`src/rtl/cpu_types_pkg.sv`:
```
// Shared CPU memory-path types: word, RAM handshake state, controller FSM state, error word.
// Pure declarations, no latency or backpressure of its own.
package cpu_types_pkg;

  typedef logic [31:0] word_t;

  typedef enum logic [1:0] {FREE, BUSY, ACCESS, ERROR} ramstate_t;

  typedef enum logic [2:0] {IDLE, IFETCH, DREAD, DWRITE, DONE} memctl_state_t;

  localparam word_t ERR_WORD_DEFAULT = 32'hBAD1BAD1;

  function automatic logic is_access(input memctl_state_t s);
    return (s == IFETCH) || (s == DREAD) || (s == DWRITE);
  endfunction

endpackage

```
`src/rtl/memory_control_if.sv`:
```
// CPU request / RAM bus bundle; slave = memory_control, master = CPU request logic plus RAM.
// Requests are level-held until the matching hit; the RAM paces each access via ramstate.
interface memory_control_if;
  import cpu_types_pkg::*;

  logic      iREN, dREN, dWEN;
  word_t     iaddr, daddr, dstore;
  logic      ihit, dhit;
  word_t     iload, dload;
  logic      ramREN, ramWEN;
  word_t     ramaddr, ramstore, ramload;
  ramstate_t ramstate;
  logic      memerr;

  modport slave (
    input  iREN, dREN, dWEN, iaddr, daddr, dstore, ramload, ramstate,
    output ihit, dhit, iload, dload, ramREN, ramWEN, ramaddr, ramstore, memerr
  );

  modport master (
    output iREN, dREN, dWEN, iaddr, daddr, dstore, ramload, ramstate,
    input  ihit, dhit, iload, dload, ramREN, ramWEN, ramaddr, ramstore, memerr
  );

endinterface

```
`src/rtl/memctl_watchdog.sv`:
```
// Access wait counter: clears while clr, counts while en, saturates at TIMEOUT_CYCLES.
// expired is combinational from the count; no backpressure.
module memctl_watchdog #(
  parameter int TIMEOUT_CYCLES = 64
) (
  input  logic CLK,
  input  logic nRST,
  input  logic clr,
  input  logic en,
  output logic expired
);

  localparam int W = $clog2(TIMEOUT_CYCLES + 1);

  logic [W-1:0] cnt;

  assign expired = (cnt == W'(TIMEOUT_CYCLES));

  always_ff @(posedge CLK or negedge nRST) begin
    if (!nRST) begin
      cnt <= '0;
    end else if (clr) begin
      cnt <= '0;
    end else if (en && !expired) begin
      cnt <= cnt + 1'b1;
    end
  end

endmodule

```
`src/rtl/memory_control.sv`:
```
// Serialises iREN/dREN/dWEN onto one RAM port, data first; hit 2+N cycles after sampling, N = RAM wait cycles.
// Requests wait in IDLE until accepted; MEMCTL_TIMEOUT_EN adds a watchdog, ERR_WORD loads and sticky memerr.
module memory_control
  import cpu_types_pkg::*;
#(
`ifdef MEMCTL_TIMEOUT_EN
  parameter int    TIMEOUT_CYCLES = 64,
`endif
  parameter word_t ERR_WORD = ERR_WORD_DEFAULT
) (
  input  logic              CLK,
  input  logic              nRST,
  memory_control_if.slave   mif
);

  memctl_state_t state, state_nxt, kind;
  word_t         cap_addr, cap_store, iload_q, dload_q, load_val;
  logic          in_access, abort;

  assign in_access = is_access(state);

`ifdef MEMCTL_TIMEOUT_EN
  logic expired, memerr_q;

  memctl_watchdog #(.TIMEOUT_CYCLES(TIMEOUT_CYCLES)) u_watchdog (
    .CLK     (CLK),
    .nRST    (nRST),
    .clr     (!in_access),
    .en      (in_access),
    .expired (expired)
  );

  // A real ACCESS in the same cycle always wins over an abort.
  assign abort = in_access && (mif.ramstate != ACCESS)
               && ((mif.ramstate == ERROR) || expired);

  always_ff @(posedge CLK or negedge nRST) begin
    if (!nRST) begin
      memerr_q <= 1'b0;
    end else if (abort) begin
      memerr_q <= 1'b1;
    end
  end

  assign mif.memerr = memerr_q;
`else
  assign abort      = 1'b0;
  assign mif.memerr = 1'b0;
`endif

  assign load_val = abort ? ERR_WORD : mif.ramload;

  always_ff @(posedge CLK or negedge nRST) begin
    if (!nRST) begin
      state <= IDLE;
    end else begin
      state <= state_nxt;
    end
  end

  always_comb begin
    state_nxt = state;
    case (state)
      IDLE: begin
        if (mif.dWEN)      state_nxt = DWRITE;
        else if (mif.dREN) state_nxt = DREAD;
        else if (mif.iREN) state_nxt = IFETCH;
      end
      IFETCH, DREAD, DWRITE: begin
        if ((mif.ramstate == ACCESS) || abort) state_nxt = DONE;
      end
      DONE:    state_nxt = IDLE;
      default: state_nxt = IDLE;
    endcase
  end

  always_comb begin
    mif.ramREN = 1'b0;
    mif.ramWEN = 1'b0;
    mif.ihit   = 1'b0;
    mif.dhit   = 1'b0;
    case (state)
      IFETCH, DREAD: mif.ramREN = 1'b1;
      DWRITE:        mif.ramWEN = 1'b1;
      DONE: begin
        mif.ihit = (kind == IFETCH);
        mif.dhit = (kind == DREAD) || (kind == DWRITE);
      end
      default: ;
    endcase
  end

  // RAM address/data come only from the capture registers so a requester
  // changing its inputs mid-access cannot disturb the RAM.
  always_ff @(posedge CLK or negedge nRST) begin
    if (!nRST) begin
      cap_addr  <= '0;
      cap_store <= '0;
      kind      <= IDLE;
      iload_q   <= '0;
      dload_q   <= '0;
    end else begin
      if ((state == IDLE) && (state_nxt != IDLE)) begin
        cap_addr  <= (mif.dWEN || mif.dREN) ? mif.daddr : mif.iaddr;
        cap_store <= mif.dstore;
        kind      <= state_nxt;
      end
      if ((state == IFETCH) && (state_nxt == DONE)) iload_q <= load_val;
      if ((state == DREAD)  && (state_nxt == DONE)) dload_q <= load_val;
    end
  end

  assign mif.ramaddr  = cap_addr;
  assign mif.ramstore = cap_store;
  assign mif.iload    = iload_q;
  assign mif.dload    = dload_q;

endmodule

```
`src/flat_wrapper.sv`:
```
// flat-port wrapper written by rule: the top's interface ports become plain ports
module memory_control_flat import cpu_types_pkg::*;
#(

  parameter word_t ERR_WORD = ERR_WORD_DEFAULT
)
  (CLK, nRST, mif_iREN, mif_dREN, mif_dWEN, mif_iaddr, mif_daddr, mif_dstore, mif_ramload, mif_ramstate, mif_ihit, mif_dhit, mif_iload, mif_dload, mif_ramREN, mif_ramWEN, mif_ramaddr, mif_ramstore, mif_memerr);
  memory_control_if mif_i ();
  input  logic CLK;
  input  logic nRST;
  input wire logic [$bits(mif_i.iREN)-1:0] mif_iREN;
  input wire logic [$bits(mif_i.dREN)-1:0] mif_dREN;
  input wire logic [$bits(mif_i.dWEN)-1:0] mif_dWEN;
  input wire logic [$bits(mif_i.iaddr)-1:0] mif_iaddr;
  input wire logic [$bits(mif_i.daddr)-1:0] mif_daddr;
  input wire logic [$bits(mif_i.dstore)-1:0] mif_dstore;
  input wire logic [$bits(mif_i.ramload)-1:0] mif_ramload;
  input wire logic [$bits(mif_i.ramstate)-1:0] mif_ramstate;
  output wire logic [$bits(mif_i.ihit)-1:0] mif_ihit;
  output wire logic [$bits(mif_i.dhit)-1:0] mif_dhit;
  output wire logic [$bits(mif_i.iload)-1:0] mif_iload;
  output wire logic [$bits(mif_i.dload)-1:0] mif_dload;
  output wire logic [$bits(mif_i.ramREN)-1:0] mif_ramREN;
  output wire logic [$bits(mif_i.ramWEN)-1:0] mif_ramWEN;
  output wire logic [$bits(mif_i.ramaddr)-1:0] mif_ramaddr;
  output wire logic [$bits(mif_i.ramstore)-1:0] mif_ramstore;
  output wire logic [$bits(mif_i.memerr)-1:0] mif_memerr;
  assign mif_i.iREN = mif_iREN;
  assign mif_i.dREN = mif_dREN;
  assign mif_i.dWEN = mif_dWEN;
  assign mif_i.iaddr = mif_iaddr;
  assign mif_i.daddr = mif_daddr;
  assign mif_i.dstore = mif_dstore;
  assign mif_i.ramload = mif_ramload;
  assign mif_i.ramstate = mif_ramstate;
  assign mif_ihit = mif_i.ihit;
  assign mif_dhit = mif_i.dhit;
  assign mif_iload = mif_i.iload;
  assign mif_dload = mif_i.dload;
  assign mif_ramREN = mif_i.ramREN;
  assign mif_ramWEN = mif_i.ramWEN;
  assign mif_ramaddr = mif_i.ramaddr;
  assign mif_ramstore = mif_i.ramstore;
  assign mif_memerr = mif_i.memerr;
  memory_control #(.ERR_WORD(ERR_WORD)) u_core (.CLK(CLK), .nRST(nRST), .mif(mif_i));
endmodule
```
`config.mk`:
```
export PLATFORM = sky130hd
export DESIGN_NAME = memory_control_flat
export DESIGN_NICKNAME = d
export VERILOG_FILES = /design/src/rtl/cpu_types_pkg.sv /design/src/rtl/memory_control_if.sv /design/src/rtl/memctl_watchdog.sv /design/src/rtl/memory_control.sv /design/src/flat_wrapper.sv
export SDC_FILE = /design/constraint.sdc
export NUM_CORES = 1
export LEC_CHECK = 0
export CELL_PAD_IN_SITES_DETAIL_PLACEMENT = 0
export CELL_PAD_IN_SITES_GLOBAL_PLACEMENT = 1
export CORE_UTILIZATION = 35
export CTS_BUF_LIST = sky130_fd_sc_hd__clkbuf_16
export CTS_CLUSTER_SIZE = 28
export DETAILED_ROUTE_END_ITERATION = 16
export PLACE_DENSITY_LB_ADDON = 0.1
export SETUP_SLACK_MARGIN = 0.2
export SYNTH_ARGS = -nofsm -noshare
export SYNTH_HDL_FRONTEND = slang
export SYNTH_HIERARCHICAL = 1
export SYNTH_SLANG_ARGS = --single-unit
```
`constraint.sdc`:
```
create_clock -name CLK -period 2.7 [get_ports CLK]
set_clock_uncertainty 0.1 [all_clocks]
set_input_delay 0.54 -clock CLK [delete_from_list [all_inputs] [get_ports CLK]]
set_output_delay 0.54 -clock CLK [all_outputs]
set_load 0.01 [all_outputs]
```
After elaboration in Yosys (flattened, before gate mapping)

Cells that the tools add are included.

Bits in registers: 134
Input bits: 135

Equality and inequality tests: 9
Multiplexer cells: 10
Reductions and logical operators: 9

Operators with widths:

| cell                                           | count |
|---|---|
| two-way mux 32 bit                             | 1 |
| == test 3 x 2 -> 1 bit (second input constant) | 4 |
| two-way mux 3 bit                              | 4 |
| == test 3 x 1 -> 1 bit (second input constant) | 2 |
| == test 3 bit (second input constant)          | 2 |
| one-hot mux 3 bit (2 select lines)             | 1 |
| two-way mux 1 bit                              | 4 |
| logical AND 1 bit                              | 3 |
| logical NOT 3 bit                              | 1 |
| nonzero test 3 bit                             | 1 |
| OR reduction 3 bit                             | 1 |
| == test 2 bit (second input constant)          | 1 |
| logical OR 1 bit                               | 2 |
| OR reduction 2 bit                             | 1 |

Logic depth before layout (Yosys ltp)

Word-level depth: 6
Depth in mapped cells: 6

Worst setup path after synthesis

Ideal clock, no wire load.

Path kind: input -> register
Start point: input port mif_dREN
End point: register u_core.cap_addr[21], in the netlist u_core/mif.ramaddr[21]
Setup time: 0.125 ns
Data arrival time: 1.734 ns
Data required time: 2.475 ns
Setup slack: 0.742 ns
Cell stages on the path: 4
Buffers on the path: 1
Cell sequence: nor2_1 clkbuf_1 mux2_2 mux2_2

Word-level cells in the longest chain between the ends: 5
Elaborated cells between the ends (all ways): 7

RTL lines:

| what                               | RTL line              | text |
|---|---|---|
| from (decl)                        | flat_wrapper.sv:12    | `input wire logic [$bits(mif_i.dREN)-1:0] mif_dREN;` |
| two-way mux 3 bit                  | memory_control.sv:66  | `else if (mif.dREN) state_nxt = DREAD;` |
| two-way mux 3 bit                  | memory_control.sv:65  | `if (mif.dWEN) state_nxt = DWRITE;` |
| one-hot mux 3 bit (2 select lines) | memory_control.sv:63  | `case (state)` |
| nonzero test 3 bit                 | memory_control.sv:103 | `if ((state == IDLE) && (state_nxt != IDLE)) begin` |
| logical AND 1 bit                  | memory_control.sv:103 |  |
| to (signal assigned)               | memory_control.sv:104 | `cap_addr <= (mif.dWEN \|\| mif.dREN) ? mif.daddr : mif.iaddr;` |
| to (decl)                          | memory_control.sv:17  | `word_t cap_addr, cap_store, iload_q, dload_q, load_val;` |

Several ways; a longest one is shown, not always the timed one.
A chain may end at the register's enable or synchronous reset.

Worst setup path in the final report

Start point: register u_core.state[2]
End point: output port mif_ramWEN

Word-level cells in the longest chain between the ends: 2

RTL lines:

| what                   | RTL line             | text |
|---|---|---|
| from (decl)            | memory_control.sv:16 | `memctl_state_t state, state_nxt, kind;` |
| from (signal assigned) | memory_control.sv:57 | `state <= state_nxt;` |
| == test 3 x 2 -> 1 bit | n/a                  |  |
| two-way mux 1 bit      | memory_control.sv:82 | `case (state)` |
| to (decl)              | flat_wrapper.sv:24   | `output wire logic [$bits(mif_i.ramWEN)-1:0] mif_ramWEN;` |

No other way between the ends.

==> impl_metrics.prom <==
# TYPE chip_impl_metric gauge
chip_impl_info{name="run_status",value="finished clean"} 1
chip_impl_metric{name="combinationalPowerShare",unit=""} 0.460
chip_impl_metric{name="crit_fanout",unit=""} 9
chip_impl_info{name="cp-endpoint",value="mif_ramWEN"} 1
chip_impl_metric{name="power.internal",unit="uW"} 7348
chip_impl_metric{name="maxCapViolCount",unit=""} 0
chip_impl_info{name="netlist.top_cell.by_area",value="dfrtp_1"} 1
chip_impl_metric{name="dpl-instance-area",unit="um2"} 8531
chip_impl_info{name="setup_repair_after_global_routing_missed_its_margin",value="false"} 1
chip_impl_metric{name="grt.total_usage",unit=""} 0.1712
chip_impl_metric{name="totalWireLength",unit="um"} 13660
chip_impl_metric{name="nFillCells",unit=""} 1327
chip_impl_info{name="critical_path.top_delay_family",value="buffers and inverters"} 1
chip_impl_metric{name="clock_sinks",unit=""} 134
chip_impl_metric{name="r2r.worst_path.cells",unit=""} 3
chip_impl_metric{name="gr-total-overflow",unit=""} 0
chip_impl_metric{name="yosysUniqueCellTypes",unit=""} 29
chip_impl_metric{name="area_growth",unit="%"} 60.80
chip_impl_info{name="synthTopCellsByArea",value="dfrtp_1 (59%), mux2_2 (26%), mux2_4 (8.0%), buf_12 (1.1%), buf_4 (0.80%)"} 1
chip_impl_metric{name="synth_edf_count",unit=""} 0
chip_impl_metric{name="syn_avg_cell_area",unit="um2"} 16.43
chip_impl_metric{name="sw_frac_of_total",unit=""} 0.2908
chip_impl_metric{name="htree_levels",unit=""} 4
chip_impl_metric{name="final_core_utilization",unit=""} 0.5726
chip_impl_info{name="synth-main-ff-cell",value="dfrtp_1"} 1
chip_impl_metric{name="hold_viol",unit=""} 0
chip_impl_metric{name="maximum_vdd_drop",unit="mV"} 0.7756
chip_impl_metric{name="sequentialPowerShare",unit=""} 0.343
chip_impl_info{name="cts_root_buffer",value="clkbuf_16"} 1
chip_impl_info{name="reg2reg_from",value="u_core/state[2]$_DFF_PN0_"} 1
chip_impl_metric{name="clock_insertion_delay_worst_skew",unit="ns"} 0.41
chip_impl_metric{name="synthDominantCellAreaShare",unit=""} 0.5949
chip_impl_metric{name="required_arrival_time_at_the_worst_endpoint",unit="ns"} 2.06
chip_impl_metric{name="vertical_die_dimension",unit="um"} 128.9
chip_impl_metric{name="via_count_of_the_first_global_routing_pass",unit=""} 4027
chip_impl_metric{name="power.switching",unit="uW"} 3013
chip_impl_metric{name="first_iter_violations",unit=""} 105
chip_impl_metric{name="fp.dieW",unit="um"} 128.9
chip_impl_metric{name="critical_path_arrival",unit="ns"} 1.75
chip_impl_info{name="cp-startpoint",value="u_core/state[2]$_DFF_PN0_"} 1
chip_impl_info{name="critical_path.startpoint_type",value="flop"} 1
chip_impl_metric{name="pin_count_of_the_biggest_net_entering_global_routing",unit=""} 81
chip_impl_metric{name="sequential_cell_area_fraction_in_the_yosys_report",unit=""} 0.5949
chip_impl_metric{name="yosysWarningCount",unit=""} 6
chip_impl_metric{name="drive_above_1_share",unit=""} 0.3238
chip_impl_metric{name="max_stage_delay",unit="ns"} 0.56
chip_impl_metric{name="hpwl_reported_at_the_end_of_detailed_placement",unit="um"} 9992
chip_impl_info{name="post_synth_most_frequent_cells",value="dfrtp_1 (134), mux2_2 (130), mux2_4 (30)"} 1
chip_impl_metric{name="final_critical_delay_including_setup_and_external_delays",unit="ns"} 2.390
chip_impl_metric{name="pre_cts_slack",unit="ns"} 0.05940
chip_impl_metric{name="path_buf_inv",unit=""} 1
chip_impl_metric{name="drv_slew",unit=""} 0
chip_impl_metric{name="synth.ff_latch_count",unit=""} 134
chip_impl_metric{name="clkSlewWorstSetupHoldPaths",unit="ns"} 0.05
chip_impl_info{name="setup_crit_path_kind",value="reg -> out"} 1
chip_impl_metric{name="grt_first_pass_wirelength",unit="um"} 21270
chip_impl_info{name="crit_chain",value="and3b_1 -> clkdlybuf4s50_1"} 1
chip_impl_metric{name="detail_route.vias_per_cell",unit=""} 4.473
chip_impl_metric{name="buffer_ports.inserted",unit=""} 266
chip_impl_metric{name="cts_made_buffers",unit=""} 17
chip_impl_info{name="worst_setup_path_end_kind",value="output port"} 1
chip_impl_metric{name="drtPass1Iterations",unit=""} 3
chip_impl_info{name="min-delay-path-class",value="reg -> reg"} 1
chip_impl_metric{name="synth-async-reset-ratio",unit=""} 1.000
chip_impl_metric{name="core_region_area",unit="um2"} 15830
chip_impl_metric{name="floorplan.rows",unit=""} 46
chip_impl_metric{name="fin_area",unit="um2"} 9064
chip_impl_metric{name="route.detailed.wl_per_inst",unit="um"} 16.14
chip_impl_metric{name="post-route-drc-count",unit=""} 0
chip_impl_metric{name="post_route_clock_period_utilization",unit=""} 0.8851
chip_impl_metric{name="cts.repair_timing.setup_buffer_count",unit=""} 0
chip_impl_metric{name="clock_tree.buffer_depth",unit=""} 2
chip_impl_metric{name="synthCells",unit=""} 343
chip_impl_metric{name="timing.critical_path.depth",unit=""} 2
chip_impl_info{name="cts_tree",value="done"} 1
chip_impl_metric{name="reg2reg_setup_slack",unit="ns"} 0.61
chip_impl_info{name="worst_r2r_endpoint",value="u_core/mif.dload[30]$_DFFE_PN0P_"} 1
chip_impl_metric{name="grt_antenna_before_repair",unit=""} 0
chip_impl_metric{name="synthesis.area",unit="um2"} 5637
chip_impl_metric{name="effective_utilization_at_floorplan",unit=""} 0.3561
chip_impl_info{name="cp_slowest_cell",value="clkdlybuf4s50_1"} 1
chip_impl_metric{name="clkPwrFrac",unit=""} 0.197
chip_impl_metric{name="place_congestion",unit=""} 0.7178
chip_impl_metric{name="total_vias_in_the_final_route",unit=""} 3784
chip_impl_metric{name="net_count_after_synthesis",unit=""} 478
chip_impl_metric{name="power_density",unit="nW/um2"} 1143
chip_impl_metric{name="fin_ws",unit="ns"} 0.3102
chip_impl_metric{name="nets",unit=""} 753
chip_impl_metric{name="power_leakage",unit="uW"} 0.003834
chip_impl_metric{name="setup_violations",unit=""} 0
chip_impl_metric{name="ioPinCount",unit=""} 268
chip_impl_metric{name="drt.antenna.violating_nets",unit=""} 0
chip_impl_info{name="synth.most_common_cell",value="dfrtp_1"} 1
chip_impl_metric{name="timing.setup.tns",unit="ns"} 0
chip_impl_metric{name="antenna_cells",unit=""} 0
chip_impl_metric{name="die_footprint",unit="um2"} 16620
chip_impl_metric{name="achievable-frequency",unit="GHz"} 0.4184
-- through the flow --
step                instances  total power (uW)  hold WS (ns)
finish                    846             10360        0.3892
CTS                       846             10530        0.3989
global placement          814              8312        0.3509
floorplan                 343              5777        0.1444
global route              846             10960        0.4087
detailed placement        814              8405        0.3570
-- placed cells by master (no fill, tap or decap), types with 2 or more instances in the layout --
master           count
buf_12               4
buf_4                5
clkbuf_16           17
clkdlybuf4s50_1    263
clkinv_1             2
clkinv_2             5
clkinvlp_4           2
dfrtp_1            134
dlygate4sd2_1        2
inv_1                4
mux2_2             130
mux2_4              30
nand2_1              2
nand3b_1             2
nor2_1               4
nor2_2               2
nor2b_1              2
-- layer usage --
metal  share of wire  vias up  wire length [um]  GRT usage
met5               0        -                 0          0
met4           0.021        0               280    0.07751
met3           0.083       19              1132    0.06694
met2            0.51      150              6974     0.2948
met1            0.39     1845              5268     0.1861
li1                -     1770                 -          -
-- power groups by stage --
| stage | logic [uW] | registers (uW) | clock network [uW] |
|---|---|---|---|
| 2_1_floorplan | 1760 | 4020 | 0 |
| 3_3_place_gp | 4750 | 3560 | 0 |
| 3_5_place_dp | 4820 | 3580 | 0 |
| 4_1_cts | 4840 | 3570 | 2120 |
| 5_1_grt | 5060 | 3700 | 2200 |
| 6_report | 4770 | 3560 | 2040 |
-- how the worst min path moves through the flow --
stage / from / endpoint / slack [ns] / cells past startpoint
2_1_floorplan: nRST / u_core/kind[0]$_DFFE_PN0P_ / 0.14 / 0
3_3_place_gp: nRST / u_core/mif.dload[20]$_DFFE_PN0P_ / 0.35 / 1
3_5_place_dp: nRST / u_core/mif.iload[13]$_DFFE_PN0P_ / 0.36 / 1
4_1_cts: u_core/kind[2]$_DFFE_PN0P_ / u_core/kind[2]$_DFFE_PN0P_ / 0.40 / 1
5_1_grt: u_core/kind[2]$_DFFE_PN0P_ / u_core/kind[2]$_DFFE_PN0P_ / 0.41 / 1
6_report: u_core/kind[2]$_DFFE_PN0P_ / u_core/kind[2]$_DFFE_PN0P_ / 0.39 / 1
-- worst register-to-register path: stages, from the launching register on --
cell and delay (ns):
dfrtp_1 0.50, or4b_2 0.75, buf_4 0.28, mux2_4 0.34
-- area by class of cell --
cell class	instances	area [um2]	share of cell area
Clock inverter	14	97.59	0.01077
Timing Repair Buffer	276	2789	0.3077
Tap cell	216	270.3	0.02982
Multi-Input combinational cell	188	2125	0.2344
Inverter	1	3.754	0.0004141
Clock buffer	17	425.4	0.04694
Sequential cell	134	3353	0.3700
-- state kept, by name, summed over array words and instances (netlist names) --
signal,flops
u_core/mif.iload,32
u_core/mif.ramaddr,32
u_core/mif.ramstore,32
u_core/state,3
u_core/kind,3
u_core/mif.dload,32
-- repair_timing --
item	in CTS	in global routing
endpoints found under the setup margin	2	1
gates resized for setup	2	1
endpoints found under the hold margin	34	0
pin swaps	0	0
hold buffers	1	0
-- cell families (layout without fill, tap and decap cells) --
group | count (synthesis) | count (layout) | synth area share
multiplexers | 160 | 160 | 0.3396
AO/OA/AOI/OAI | 6 | 6 | 0.007547
XOR/XNOR | 1 | 1 | 0.001554
buffers and inverters | 21 | 308 | 0.03085
other | 1 | 1 | 0.0006653
flip-flops | 134 | 134 | 0.5949
AND/OR/NAND/NOR | 20 | 20 | 0.02486
Power figures use the tool's default switching activity.
